<file path="config.mk">
export PLATFORM = sky130hd
export DESIGN_NAME = flash_address_controller
export DESIGN_NICKNAME = d
export VERILOG_FILES = /design/src/rtl/flash_address_controller.sv
export SDC_FILE = /design/constraint.sdc
export NUM_CORES = 1
export LEC_CHECK = 0
export ABC_AREA = 1
export CELL_PAD_IN_SITES_DETAIL_PLACEMENT = 0
export CELL_PAD_IN_SITES_GLOBAL_PLACEMENT = 2
export CORE_MARGIN = 5
export CORE_UTILIZATION = 29
export CTS_BUF_LIST = sky130_fd_sc_hd__clkbuf_16
export DETAILED_ROUTE_END_ITERATION = 12
export PLACE_DENSITY_LB_ADDON = 0.1
export SYNTH_ARGS = -nofsm -noshare
export SYNTH_HDL_FRONTEND = slang
export SYNTH_SLANG_ARGS = --single-unit
</file>
<file path="constraint.sdc">
create_clock -name clk -period 2.25 [get_ports clk]
set_input_delay 0.3375 -clock clk [delete_from_list [all_inputs] [get_ports clk]]
set_output_delay 0.3375 -clock clk [all_outputs]
set_load 0.1 [all_outputs]
</file>
<file path="src/rtl/flash_address_controller.sv">
// Word-address generator in front of the flash reader: owns the current
// address, playback direction and play/pause state, and flags address wraps.
module flash_address_controller #(
  parameter int unsigned            ADDR_WIDTH = 23,
  parameter logic [ADDR_WIDTH-1:0]  START_ADDR = 23'h000000,
  parameter logic [ADDR_WIDTH-1:0]  END_ADDR   = 23'h07FFFF
) (
  input  logic                  clk,
  input  logic                  rst,
  input  logic                  address_inc,
  input  logic                  address_dec,
  input  logic                  address_rst,
  input  logic                  kbd_forward,
  input  logic                  kbd_backward,
  input  logic                  kbd_play,
  input  logic                  kbd_pause,
  input  logic                  kbd_restart,
  output logic [ADDR_WIDTH-1:0] flsh_address,
  output logic                  direction_fwd,
  output logic                  playing,
  output logic                  wrap_pulse
);

  localparam logic [ADDR_WIDTH-1:0] SPAN = END_ADDR - START_ADDR;

  logic [ADDR_WIDTH-1:0] addr_q, addr_d;
  logic                  dir_q, dir_d;
  logic                  play_q, play_d;
  logic                  wrap_q, wrap_d;

  logic [ADDR_WIDTH-1:0] reload;
  logic [ADDR_WIDTH-1:0] offset;
  logic                  out_of_range;

  // Offset from START wraps to a huge value below START, so one compare
  // catches both sides of the window.
  assign reload       = dir_q ? START_ADDR : END_ADDR;
  assign offset       = addr_q - START_ADDR;
  assign out_of_range = (offset > SPAN);

  always_comb begin
    addr_d = addr_q;
    wrap_d = 1'b0;
    if (address_rst || kbd_restart) begin
      addr_d = reload;
    end else if (play_q && (address_inc ^ address_dec)) begin
      if (out_of_range) begin
        addr_d = reload;
        wrap_d = 1'b1;
      end else if (address_inc) begin
        if (addr_q == END_ADDR) begin
          addr_d = START_ADDR;
          wrap_d = 1'b1;
        end else begin
          addr_d = addr_q + 1'b1;
        end
      end else begin
        if (addr_q == START_ADDR) begin
          addr_d = END_ADDR;
          wrap_d = 1'b1;
        end else begin
          addr_d = addr_q - 1'b1;
        end
      end
    end
  end

  always_comb begin
    dir_d = dir_q;
    if (kbd_forward && !kbd_backward) begin
      dir_d = 1'b1;
    end else if (kbd_backward && !kbd_forward) begin
      dir_d = 1'b0;
    end
  end

  // Pause dominates a simultaneous play request.
  always_comb begin
    play_d = play_q;
    if (kbd_pause) begin
      play_d = 1'b0;
    end else if (kbd_play) begin
      play_d = 1'b1;
    end
  end

  always_ff @(posedge clk) begin
    if (rst) begin
      addr_q <= START_ADDR;
      dir_q  <= 1'b1;
      play_q <= 1'b0;
      wrap_q <= 1'b0;
    end else begin
      addr_q <= addr_d;
      dir_q  <= dir_d;
      play_q <= play_d;
      wrap_q <= wrap_d;
    end
  end

  assign flsh_address  = addr_q;
  assign direction_fwd = dir_q;
  assign playing       = play_q;
  assign wrap_pulse    = wrap_q;

endmodule

</file>
Yosys cells after proc, flatten, opt, wreduce, memory -nomap -nowiden
Cells that the tools add are included.
Storage, ports and cells
  input port bits: 10
  output and inout port bits: 26
  register bits: 26
Cells by class
  $lt $le $gt $ge: 1
  reduce and logical (&&, ||, !) cells: 11
  $add $sub $neg: 2
  bitwise gates (word level): 2
  eq/ne operators: 1
  muxes and demuxes: 11
Operators with widths (number)
  2-to-1 mux 23 bit: 6
  adder 23 x 1 -> 23 bit (second input constant): 1
  equality test 23 x 19 -> 1 bit (second input constant): 1
  > comparator 23 x 19 -> 1 bit (second input constant): 1
  logical NOT 23 bit: 1
  subtractor 23 x 1 -> 23 bit (second input constant): 1
  2-to-1 mux 19 bit: 1
  2-to-1 mux 1 bit: 4
  OR reduction 2 bit: 2
  logical AND 1 bit: 3
  OR reduction 3 bit: 1
  logical NOT 1 bit: 2
  nonzero test 2 bit: 1
  logical OR 1 bit: 1
  inverter 1 bit: 1
  bitwise XOR 1 bit: 1

Longest topological paths before layout
  word-level depth: 6
  depth in mapped cells: 14

Least setup slack after synthesis
Ideal clock, no wire load.
  kind: register to register
  start point: reg addr_q[1], in the netlist flsh_address[1]
  end point: reg addr_q[9], in the netlist flsh_address[9]
  data required time: 2181 ps
  stages on the path, launching flop included: 12
  arrival: 2620 ps
  setup slack: -439 ps
  period minus slack after synthesis: 2689 ps
  path buffers: 2
  setup time: 69 ps
  path through: dfxtp_1 > ha_1 > nand2_2 > nor2_8 > nand2_4 > nor2_4 > nand2_2 > buf_6 > a21oi_4 > buf_6 > nand2_2 > a21oi_2
On the way
  word-level cells in the longest chain between the ends: 6
  elaborated cells between the ends (all ways): 11
  classes of those cells: 2 x add/sub; 1 x order compare; 1 x eq/ne; 6 x mux; 1 x reduce/logical
Ends and longest elaborated chain
  start, declared: line 26  | logic [ADDR_WIDTH-1:0] addr_q, addr_d;
  start signal, assigned: line 94  | addr_q <= addr_d;
  subtractor 23 x 1 -> 23 bit, or another cell as far along: line 62  | addr_d = addr_q - 1'b1;
  2-to-1 mux 23 bit, on equally long branches: line 58, 51
  2-to-1 mux 23 bit: line 50  | end else if (address_inc) begin
  2-to-1 mux 23 bit *: line 47  | if (out_of_range) begin
  2-to-1 mux 23 bit *: line 46  | end else if (play_q && (address_inc ^ address_dec)) begin
  2-to-1 mux 23 bit *: line 44  | if (address_rst || kbd_restart) begin
Every way passes the cells marked *; elsewhere a longest branch is shown, timed or not. The select of a mux whose other input is x is not followed.
A chain may end at the register's enable or synchronous reset.

Worst setup path in the final report
  start point: reg addr_q[1], in the netlist flsh_address[1]
  end point: reg addr_q[5], in the netlist flsh_address[5]
The elaborated chain is that of the path after synthesis.

==> metrics.cfg <==
[run_status]
status = finished, final reports clean

[cts]
clockBufferDepth = 2
htreeDepth = 1
ctsRootBufferMaster = clkbuf_16
numCtsBuffers = 3
ctsResizeCount = 0
clk_pin_slew_ns = 0.07
hold_buffers = 0
cts_setup_buffers = 0
worstSkewPairLatency_ns = 0.27
cts_tree = done
cts_sinks = 26

[critical_path]
reg2reg_depth = 14
r2r-end = flsh_address[5]$_SDFFE_PP0P_
end_kind = register
required_ns = 2.42
crit_arrival_ns = 2.23
crit_chain = ha_1 -> nand2_2 -> nor2_8 -> nand2_4 -> nor2_4 -> nand2_2 -> nand2_1 -> nand2_2 -> nand2_1 -> nand2_2 -> inv_4 -> nand2_1 -> nand2_1 -> inv_1
crit_type = register to register
reg2reg_slack_ns = 0.20
r2r_start = flsh_address[1]$_SDFFE_PP0P_
cp-start-kind = register
slowest_stage = dfxtp_4
crit_path_max_incr_delay_ns = 0.38
crit_fanout = 17

[finish]
layout.cells.non_filler = 661
antenna_cells = 0
drive_gt1_share_pct = 20.7
areaGrowthSynthToFinish_pct = 22.8
fin_nets = 546

[yosys]
avgSynthCellArea_sq_um = 5.61
syn_inst = 494
yosysTopAreaCell = nand2_1
synth_seq_cells = 26
ys_seq_area_share_pct = 18.8
synth_top_area_share_pct = 20.3
synth_most_common_cell = nand2_1
synth_common_cells = 150 x nand2_1, 72 x nor2_1, 58 x nand3_1
syn_nets = 507
async_flop_share_pct = 0
synth_edf_count = 0
synth-main-ff-cell = dfxtp_1
synth_cell_type_count = 35
synth_area_leaders = nand2_1 20%, dfxtp_1 19%, nand3_1 10%
yosys_warnings = 0
synth_area_sq_um = 2770

[detailed_routing]
drt-met1-wl_um = 5300
via_per_inst = 4.97
avgRoutedWirePerCell_um = 16.7
drc_errors = 0
top_layer_used = met4
ant_nets = 0
via_count = 3288
drtIter0Drc = 253
dr_wl_met3_um = 452
dr.pass1.iters = 5
wl_um = 11000
wl_met2_um = 5080

[job]
cap_violations = 0

[timing]
tightest_slew_ns = 0.610
min_period_ns = 2.05
grt_setup_unrepaired = no
fmax_mhz = 487
setup_slack_ns = 0.196
hold_violations = 0
tns_ns = 0
setup_viol = 0
slew_violations = 0
max_slew_margin_pct = 59.3
post-route-period-util_pct = 91.3
clock_skew_ns = 0.00694

[global_route]
grt_overflow = 0
antenna_found_initial = 0
grt_pass1_vias = 3132
grt_max_degree = 21
grt_pass1_wl_um = 17400
groute.usage.overall_pct = 19.4

[pwr]
power.internal_w = 0.00109
p_per_area_nw_per_um2 = 578
power_leakage_nw = 1.52
seqPwrFrac_pct = 29.0
clockPowerShare_pct = 27.7
ir_worst_vdd_mv = 0.288
comb_power_share_pct = 43.3
swShare_pct = 44.4
power.net_switching_w = 0.000873

[place]
finalWeightedCongestion = 0.862
dp_cells = 657
hpwlAfterDp_um = 8660
pre_cts_ws_ns = 0.177
io_buffers = 35

[die]
io_pins = 36
die_x_um = 108
coreArea_sq_um = 9280
die_area_sq_um = 11600
rows = 35
die_h_um = 108
start_util_pct = 29.8

[worst_hold_path]
holdPathEnd = direction_fwd$_SDFFE_PP1P_
whs_path_depth = 2
hold_class = register to register
min-delay-start = direction_fwd$_SDFFE_PP1P_

kinds of logic (layout without fill, tap and decap cells):
family | Yosys count | count (layout) | share of synthesized area [%]
flip-flops | 26 | 26 | 18.8
XOR/XNOR | 9 | 9 | 2.85
buffers and inverters | 66 | 104 | 10.9
AO/OA/AOI/OAI | 63 | 63 | 13.9
adder cells (fa/ha/maj) | 3 | 3 | 1.36
AND/OR/NAND/NOR | 327 | 327 | 52.2
state kept, by name, summed over array words and instances (netlist names):
register,flops
direction_fwd,1
playing,1
wrap_pulse,1
flsh_address,23
critical path, delay by kind of cell, from the launching register on:
| kind | cells | cell delay [ns] |
|---|---|---|
| and+or+nand+nor | 11 | 1.11 |
| adders and majority gates | 1 | 0.20 |
| buffers and inverters | 2 | 0.25 |
| DFF | 1 | 0.38 |
how the worst max path moves through the flow:
| stage | start | endpoint | depth (start not counted) |
|---|---|---|---|
| final | flsh_address[1]$_SDFFE_PP0P_ | flsh_address[5]$_SDFFE_PP0P_ | 14 |
| after global routing | flsh_address[1]$_SDFFE_PP0P_ | flsh_address[5]$_SDFFE_PP0P_ | 14 |
| after CTS | flsh_address[0]$_SDFFE_PP0P_ | flsh_address[5]$_SDFFE_PP0P_ | 14 |
| after detailed placement | address_inc | flsh_address[5]$_SDFFE_PP0P_ | 10 |
| after global placement | address_inc | flsh_address[5]$_SDFFE_PP0P_ | 10 |
| after floorplan | flsh_address[22]$_SDFFE_PP0P_ | flsh_address[13]$_SDFFE_PP0P_ | 10 |
layout make-up:
class / instances / area [sq um]
clock buffer: 3 / 75.1
tap: 129 / 161
multi-input combinational: 402 / 1950
fill: 1061 / 5880
timing repair buffer: 60 / 485
clock inverter: 1 / 30.0
inverter: 40 / 153
sequential: 26 / 549
layout by cell type, fill, tap and decap left out, drive strengths merged:
master	n
nand2	163
nor2	79
nand3	59
buf	51
inv	40
o21ai	33
dfxtp	26
a21oi	24
nand4	20
clkdlybuf4s50	9
xor2	7
o211ai	4
nor3	4
ha	3
clkbuf	3
xnor2	2
o21bai	1
and2	1
a31oi	1
or2	1
bufinv	1
power by group through the flow:
stage / sequential [W] / clock, W / combinational (W)
2_1_floorplan: 0.000740 / 0 / 0.000452
3_3_place_gp: 0.000581 / 0 / 0.000852
3_5_place_dp: 0.000580 / 0 / 0.000847
4_1_cts: 0.000569 / 0.000564 / 0.000850
5_1_grt: 0.000580 / 0.000581 / 0.000924
6_report: 0.000569 / 0.000544 / 0.000852
per-stage QoR:
| step | hold WS (ns) | power [W] | instance area, sq um | util [%] |
|---|---|---|---|---|
| floorplan | 0.407 | 0.00119 | 2800 | - |
| detailed placement | 0.501 | 0.00143 | 3300 | 35.5 |
| finish | 0.500 | 0.00197 | 3400 | 36.6 |
| CTS | 0.517 | 0.00198 | 3400 | 36.6 |
| global placement | 0.487 | 0.00143 | 3300 | 35.5 |
| global route | 0.550 | 0.00208 | 3400 | 36.6 |
routing by layer:
metal,up-vias,GRT usage (%)
met5,-,0
met4,0,5.05
met3,15,1.86
met2,99,31.8
met1,1491,27.0
li1,1683,-
Note: power is estimated with default switching activity, not from simulation.
